## src/rtl/sdram_pkg.sv

```systemverilog
// ----------------------------------------------------------------------------
// sdram_pkg
// Shared definitions for the SDRAM controller slice. The init stage, the
// read and write engines and the arbiter all use these.
//   - Five-bit SDRAM commands, encoded {CKE,CS,RAS,CAS,WE}
//   - Address used by PRECHARGE to close all banks (A10 high)
//   - Arbiter state encoding
// ----------------------------------------------------------------------------
package sdram_pkg;

    localparam logic [4:0]  CMD_NOP  = 5'b10111;
    localparam logic [4:0]  CMD_PREC = 5'b10010;
    localparam logic [4:0]  CMD_AREF = 5'b10001;
    localparam logic [4:0]  CMD_MRS  = 5'b10000;
    localparam logic [4:0]  CMD_ACT  = 5'b10011;
    localparam logic [4:0]  CMD_RD   = 5'b10101;
    localparam logic [4:0]  CMD_WR   = 5'b10100;

    localparam logic [11:0] ADDR_PREC_ALL = 12'h400;

    typedef enum logic [2:0] {
        ST_INIT  = 3'd0,
        ST_ARBIT = 3'd1,
        ST_AREF  = 3'd2,
        ST_WRITE = 3'd3,
        ST_READ  = 3'd4
    } arb_state_e;

endpackage

```

## src/rtl/sdram_aref.sv

```systemverilog
// ----------------------------------------------------------------------------
// sdram_aref
// Auto-refresh timer and refresh command sequencer.
//   S_CLK, RST_N  : clock, asynchronous active-low reset
//   timer_en      : timer counts while high, is held at 0 while low
//   start         : one-cycle pulse, arbiter is entering the refresh state
//   ref_pending   : a refresh interval has elapsed and no refresh has started
//   ref_cmd/addr  : command and address for the current refresh step
//   ref_end       : high on the last step of the refresh sequence
// ----------------------------------------------------------------------------
module sdram_aref
    import sdram_pkg::*;
#(
    parameter int REF_CYCLES = 300,
    parameter int REF_LEN    = 6
) (
    input  logic        S_CLK,
    input  logic        RST_N,
    input  logic        timer_en,
    input  logic        start,
    output logic        ref_pending,
    output logic [4:0]  ref_cmd,
    output logic [11:0] ref_addr,
    output logic        ref_end
);

    localparam int CW = (REF_CYCLES > 1) ? $clog2(REF_CYCLES) : 1;
    localparam int SW = (REF_LEN > 1) ? $clog2(REF_LEN) : 1;
    localparam logic [CW-1:0] CNT_LAST  = CW'(REF_CYCLES - 1);
    localparam logic [SW-1:0] STEP_LAST = SW'(REF_LEN - 1);

    logic [CW-1:0] cnt_q,  cnt_d;
    logic          pend_q, pend_d;
    logic          busy_q, busy_d;
    logic [SW-1:0] step_q, step_d;
    logic          fire;

    assign fire = timer_en && (cnt_q == CNT_LAST);

    // Timer wraps on its own; it never waits for the refresh to be served,
    // so the refresh period stays fixed regardless of bus load.
    always_comb begin
        cnt_d = cnt_q;
        if (!timer_en)
            cnt_d = '0;
        else if (cnt_q == CNT_LAST)
            cnt_d = '0;
        else
            cnt_d = cnt_q + 1'b1;
    end

    // A new expiry wins over the clear so a refresh is never lost.
    always_comb begin
        pend_d = pend_q;
        if (fire)
            pend_d = 1'b1;
        else if (start)
            pend_d = 1'b0;
    end

    always_comb begin
        busy_d = busy_q;
        step_d = step_q;
        if (start) begin
            busy_d = 1'b1;
            step_d = '0;
        end else if (busy_q) begin
            if (step_q == STEP_LAST) begin
                busy_d = 1'b0;
                step_d = '0;
            end else begin
                step_d = step_q + 1'b1;
            end
        end
    end

    always_ff @(posedge S_CLK or negedge RST_N) begin
        if (!RST_N) begin
            cnt_q  <= '0;
            pend_q <= 1'b0;
            busy_q <= 1'b0;
            step_q <= '0;
        end else begin
            cnt_q  <= cnt_d;
            pend_q <= pend_d;
            busy_q <= busy_d;
            step_q <= step_d;
        end
    end

    // Step 0 closes all banks, step 2 issues the refresh; the remaining
    // steps are NOPs covering tRP / tRFC.
    always_comb begin
        ref_cmd  = CMD_NOP;
        ref_addr = '0;
        if (busy_q) begin
            if (step_q == SW'(0)) begin
                ref_cmd  = CMD_PREC;
                ref_addr = ADDR_PREC_ALL;
            end else if (step_q == SW'(2)) begin
                ref_cmd  = CMD_AREF;
            end
        end
    end

    assign ref_pending = pend_q;
    assign ref_end     = busy_q && (step_q == STEP_LAST);

endmodule

```

## src/rtl/sdram_arbit.sv

```systemverilog
// ----------------------------------------------------------------------------
// sdram_arbit
// SDRAM command bus arbiter. Passes the init stage through until flag_init,
// then grants the bus to refresh, write and read in that priority order.
//   S_CLK, RST_N          : clock, asynchronous active-low reset
//   init_cmd/init_addr    : command/address from the init stage
//   flag_init             : init complete (sticky)
//   wr_req/cmd/addr/end   : write engine request, bus drive, last-cycle pulse
//   wr_en                 : write grant
//   rd_*                  : same for the read engine
//   aref_pending          : refresh due, engines should wrap up their burst
//   sdram_cmd/sdram_addr  : SDRAM pins
// ----------------------------------------------------------------------------
module sdram_arbit
    import sdram_pkg::*;
#(
    parameter int REF_CYCLES = 300,
    parameter int REF_LEN    = 6
) (
    input  logic        S_CLK,
    input  logic        RST_N,
    input  logic [4:0]  init_cmd,
    input  logic [11:0] init_addr,
    input  logic        flag_init,
    input  logic        wr_req,
    input  logic [4:0]  wr_cmd,
    input  logic [11:0] wr_addr,
    input  logic        wr_end,
    output logic        wr_en,
    input  logic        rd_req,
    input  logic [4:0]  rd_cmd,
    input  logic [11:0] rd_addr,
    input  logic        rd_end,
    output logic        rd_en,
    output logic        aref_pending,
    output logic [4:0]  sdram_cmd,
    output logic [11:0] sdram_addr
);

    arb_state_e  state_q, state_d;
    logic        ref_pending;
    logic [4:0]  ref_cmd;
    logic [11:0] ref_addr;
    logic        ref_end;
    logic        ref_start;
    logic        timer_en;

    // The refresh sequencer starts on the same edge the FSM enters AREF,
    // so its step counter reads 0 in the first AREF cycle.
    assign ref_start = (state_q == ST_ARBIT) && ref_pending;
    assign timer_en  = (state_q != ST_INIT);

    sdram_aref #(
        .REF_CYCLES (REF_CYCLES),
        .REF_LEN    (REF_LEN)
    ) u_aref (
        .S_CLK       (S_CLK),
        .RST_N       (RST_N),
        .timer_en    (timer_en),
        .start       (ref_start),
        .ref_pending (ref_pending),
        .ref_cmd     (ref_cmd),
        .ref_addr    (ref_addr),
        .ref_end     (ref_end)
    );

    always_ff @(posedge S_CLK or negedge RST_N) begin
        if (!RST_N)
            state_q <= ST_INIT;
        else
            state_q <= state_d;
    end

    // Grants are never preempted: a refresh that comes due mid-burst waits
    // for the engine's end pulse and is then picked first in ARBIT.
    always_comb begin
        state_d = state_q;
        case (state_q)
            ST_INIT:  if (flag_init) state_d = ST_ARBIT;
            ST_ARBIT: begin
                if (ref_pending)  state_d = ST_AREF;
                else if (wr_req)  state_d = ST_WRITE;
                else if (rd_req)  state_d = ST_READ;
            end
            ST_AREF:  if (ref_end) state_d = ST_ARBIT;
            ST_WRITE: if (wr_end)  state_d = ST_ARBIT;
            ST_READ:  if (rd_end)  state_d = ST_ARBIT;
            default:  state_d = ST_INIT;
        endcase
    end

    // Output mux is purely combinational from state so pass-through and
    // grants carry no extra latency and drop the instant reset asserts.
    always_comb begin
        sdram_cmd  = CMD_NOP;
        sdram_addr = '0;
        wr_en      = 1'b0;
        rd_en      = 1'b0;
        case (state_q)
            ST_INIT: begin
                sdram_cmd  = init_cmd;
                sdram_addr = init_addr;
            end
            ST_AREF: begin
                sdram_cmd  = ref_cmd;
                sdram_addr = ref_addr;
            end
            ST_WRITE: begin
                wr_en      = 1'b1;
                sdram_cmd  = wr_cmd;
                sdram_addr = wr_addr;
            end
            ST_READ: begin
                rd_en      = 1'b1;
                sdram_cmd  = rd_cmd;
                sdram_addr = rd_addr;
            end
            default: ;
        endcase
    end

    assign aref_pending = ref_pending;

endmodule

```

## config.mk

```make
export PLATFORM = sky130hd
export DESIGN_NAME = sdram_arbit
export DESIGN_NICKNAME = d
export VERILOG_FILES = /design/src/rtl/sdram_pkg.sv /design/src/rtl/sdram_aref.sv /design/src/rtl/sdram_arbit.sv
export SDC_FILE = /design/constraint.sdc
export NUM_CORES = 1
export LEC_CHECK = 0
export BUFFER_PORTS_ARGS = -buffer_cell sky130_fd_sc_hd__buf_2
export CORE_MARGIN = 4
export CORE_UTILIZATION = 39
export DETAILED_ROUTE_END_ITERATION = 16
export GPL_ROUTABILITY_DRIVEN = 1
export PLACE_DENSITY_LB_ADDON = 0.05
export REMOVE_ABC_BUFFERS = 1
export SYNTH_ARGS = -nofsm -noshare
export SYNTH_HDL_FRONTEND = slang
export SYNTH_SLANG_ARGS = --single-unit
```

## constraint.sdc

```tcl
create_clock -name S_CLK -period 1.5 [get_ports S_CLK]
set_clock_uncertainty 0.2 [all_clocks]
set_input_delay 0.375 -clock S_CLK [delete_from_list [all_inputs] [get_ports S_CLK]]
set_output_delay 0.375 -clock S_CLK [all_outputs]
set_load 0.1 [all_outputs]
```

==> qor.csv <==
stage,metric,value,unit
timing,slew at the pin with the worst max-slew slack,0.367,ns
setup_path,data arrival time of the worst path,1.75,ns
setup_path,CP peak stage delay,0.43,ns
floorplanning,die area,4340,um^2
logic_synthesis,register bit total from synthesis,17,
clock_network,Longest Clk Path Bufs,2,
power,Combinational Power Share,0.873,
floorplanning,Core Rows,20,
status,status,"complete, but fails checks",
power,sw frac,0.558,
route,DRC viols,0,
setup_path,"Data required, critical path",0.92,ns
floorplanning,DIE HEIGHT,65.9,um
power,total internal power,0.00318,W
timing,Final Cycle Share,1.55,
power,net switching power,0.00401,W
layout,fin util,0.909,
route,Pre-antenna DRT Iters,4,
floorplanning,I/O pins,78,
setup_path,CP max FO,2,
global_route,GRT Overall Usage,0.213,
route,final antenna-violating net count,0,
timing,Min Hold Slack,0.142,ns
place,RePlAce Congestion,0.863,
layout,layout cells sized above 1,0.708,
route,routed vias/inst,5.73,
power,worst vdd ir,1.46,mV
timing,Final Hold Viols,0,
floorplanning,Core Area,3130,um^2
power,Clk pwr share,0.033,
power,power density over the cells,2530,nW/um^2
logic_synthesis,most common flop cell mapped by yosys,dfrtp_1,
clock_network,CTS Sinks,17,
logic_synthesis,"Distinct cells, synth",43,
global_route,pin count of the biggest net entering global routing,18,
route,average wire per cell in the routed design,21.8,um
clock_network,H-tree levels,1,
power,leakage power,1.29,nW
logic_synthesis,top cell type's share of synthesized area,0.325,
logic_synthesis,Post-Synthesis Cells,157,
layout,most frequent cells in the layout,"buf_2, buf_4, buf_12",
place,Area after DPL,2270,um^2
layout,Layout area overhead,118,%
setup_path,crit path buf inv count,1,
global_route,global-route wire length before repair,7310,um
worst_hold_path,Hold Path Depth,2,
setup_path,worst path cell trace,"or3b_4, nor3_4, a21oi_1, o22ai_2, buf_12",
setup_path,FF-to-FF path depth,7,
global_route,vias in the first global route,1653,
setup_path,startpoint types,flip-flop,
clock_network,Worst-Skew Late Latency,0.28,ns
timing,minimum clock period,2.32,ns
layout,"leading cell type in the layout, fill and taps excluded",buf_2,
clock_network,number of buffers created by CTS,3,
timing,setup violators final,33,
status,failing checks,negative setup slack,
logic_synthesis,synthesized area,1310,um^2
route,routed vias,1846,
logic_synthesis,Yosys warnings,0,
layout,final std cells w/o fill,322,
timing,"Slew Viols, Final",0,
floorplanning,Die Wd,65.9,um
timing,fmax,430,MHz
layout,final instance area,2840,um^2
floorplanning,initial core utilization,0.418,
power,Final Total Pwr,0.00720,W
layout,nets,337,
global_route,grt total ovfl,0,
route,initial drt markers,155,
logic_synthesis,Syn Area/Cell,8.33,um^2
setup_path,largest delay contributor family on the critical path,simple AND/OR/NAND/NOR gates,
setup_path,CP endpoint kind,output pin,
logic_synthesis,largest cells by area after synthesis,"dfrtp_1, mux2i_1, nor2_1",
route,Post-Route WL,7030,um
logic_synthesis,post-synthesis sequential area ratio,0.325,
worst_hold_path,Worst Hold Class,in -> reg,
logic_synthesis,asr flop ratio synth,1.00,
setup_path,stages on the worst setup path,5,
clock_network,Clock Tree Root,clkbuf_4,
place,HPWL Detailed,3430,um
setup_path,Critical-path top delay cell,or3b_4,
timing,slew margin rel.,0.752,
logic_synthesis,number of synthesized flops with an enable pin,0,
power,Reg power frac,0.095,
timing,unrepaired setup endpoints after global routing,yes,
clock_network,TritonCTS clock tree,built,
place,Post-Place Cells,309,
global_route,initial antenna violation count,1,
run,max_cap viols,0,
clock_network,Clock transition at path regs,0.09,ns
place,IO Port Bufs,77,
setup_path,kind of critical path,reg -> out,
logic_synthesis,top cell type by total area after synthesis,dfrtp_1,
timing,final worst slack,-0.824,ns
state kept, by name (all words and copies together) (netlist names):
name / cells
u_aref.cnt_q: 9
u_aref.ref_pending: 1
state_q: 3
u_aref.step_q: 3
u_aref.busy_q: 1
worst register-to-register path, cell delays in order (launching register included):
cell and delay [ns]:
dfrtp_1 0.42, buf_6 0.14, or2_4 0.32, buf_6 0.15, buf_6 0.12, o22ai_4 0.20
buf_6 0.18, nor2_2 0.05
what timing repair did:
item | in CTS | in global routing
hold endpoints to repair | 17 | 0
hold buffers | 1 | 0
gates resized for setup | 47 | 85
endpoints found under the setup margin | 37 | 37
gates cloned | 1 | 2
setup buffers | 7 | 6
pin swaps | 15 | 28
path summary, 6_finish.rpt:
path	startpoint	to	slack (ns)
setup / recovery	u_aref.step_q[2]	sdram_addr[10]	-0.82
min in group asynchronous	RST_N	u_aref.step_q[0]	0.33
max in group asynchronous	RST_N	state_q[2]	0.47
hold reg to reg	u_aref.cnt_q[0]	u_aref.cnt_q[0]	0.36
setup reg to reg	state_q[1]	u_aref.cnt_q[4]	-0.37
hold / removal	rd_end	state_q[2]	0.14
power groups by stage:
stage / Clock (W) / Combinational, W / Sequential (W)
2_1_floorplan: 0 / 0.00275 / 0.000747
3_3_place_gp: 0 / 0.00490 / 0.000629
3_5_place_dp: 0 / 0.00495 / 0.000637
4_1_cts: 0.000239 / 0.00536 / 0.000635
5_1_grt: 0.000268 / 0.00645 / 0.000688
6_report: 0.000236 / 0.00628 / 0.000681
layout make-up:
| cell class | instances | area (um^2) |
|---|---|---|
| multi-input combinational | 128 | 1200 |
| timing repair buffer | 124 | 1110 |
| sequential | 17 | 428 |
| fill | 110 | 284 |
| tap | 44 | 55.1 |
| clock buffer | 3 | 22.5 |
| inverter | 4 | 15.0 |
| clock inverter | 1 | 5.00 |
| antenna | 1 | 2.50 |
layer usage:
layer  global-route usage  wire, um  vias up
met4               0.0855       483        0
met1                0.236      2480      877
li1                     -         -      801
met3               0.0408       456       42
met2                0.392      3610      126
met5                    0         0        -
stage by stage:
step / setup TNS [ns] / setup slack [ns]
finish: -16.70 / -0.824
global route: -18.31 / -0.926
CTS: -14.60 / -0.763
detailed placement: -8.96 / -0.611
global placement: -8.32 / -0.588
floorplan: -45.80 / -2.72
cells in the mapped netlist, drive strengths merged (2+ instances only):
cell type and count:
dfrtp 17, nor2 22, nand2 17, nor2b 2, o21ai 17, mux2i 18, buf 7, o22ai 2
xnor2 4, xor2 4, nand2b 2, nand3 6, o311ai 2, inv 4, clkbuf 2, and3 4
or3b 2, a21oi 5, a22oi 2
cells by family (layout without fill, tap and decap cells):
kind of cell             count (synthesis)  in the layout  share of synthesized area
XOR/XNOR                                 8              8                     0.0536
buffers and inverters                   13            132                     0.0603
AO/OA/AOI/OAI                           36             36                      0.172
flip-flops                              17             17                      0.325
adder cells (fa/ha/maj)                  1              1                    0.00957
AND/OR/NAND/NOR                         63             64                      0.233
other                                    0              1                          0
multiplexers                            19             19                      0.146
Note: power is estimated with default switching activity, not from simulation.
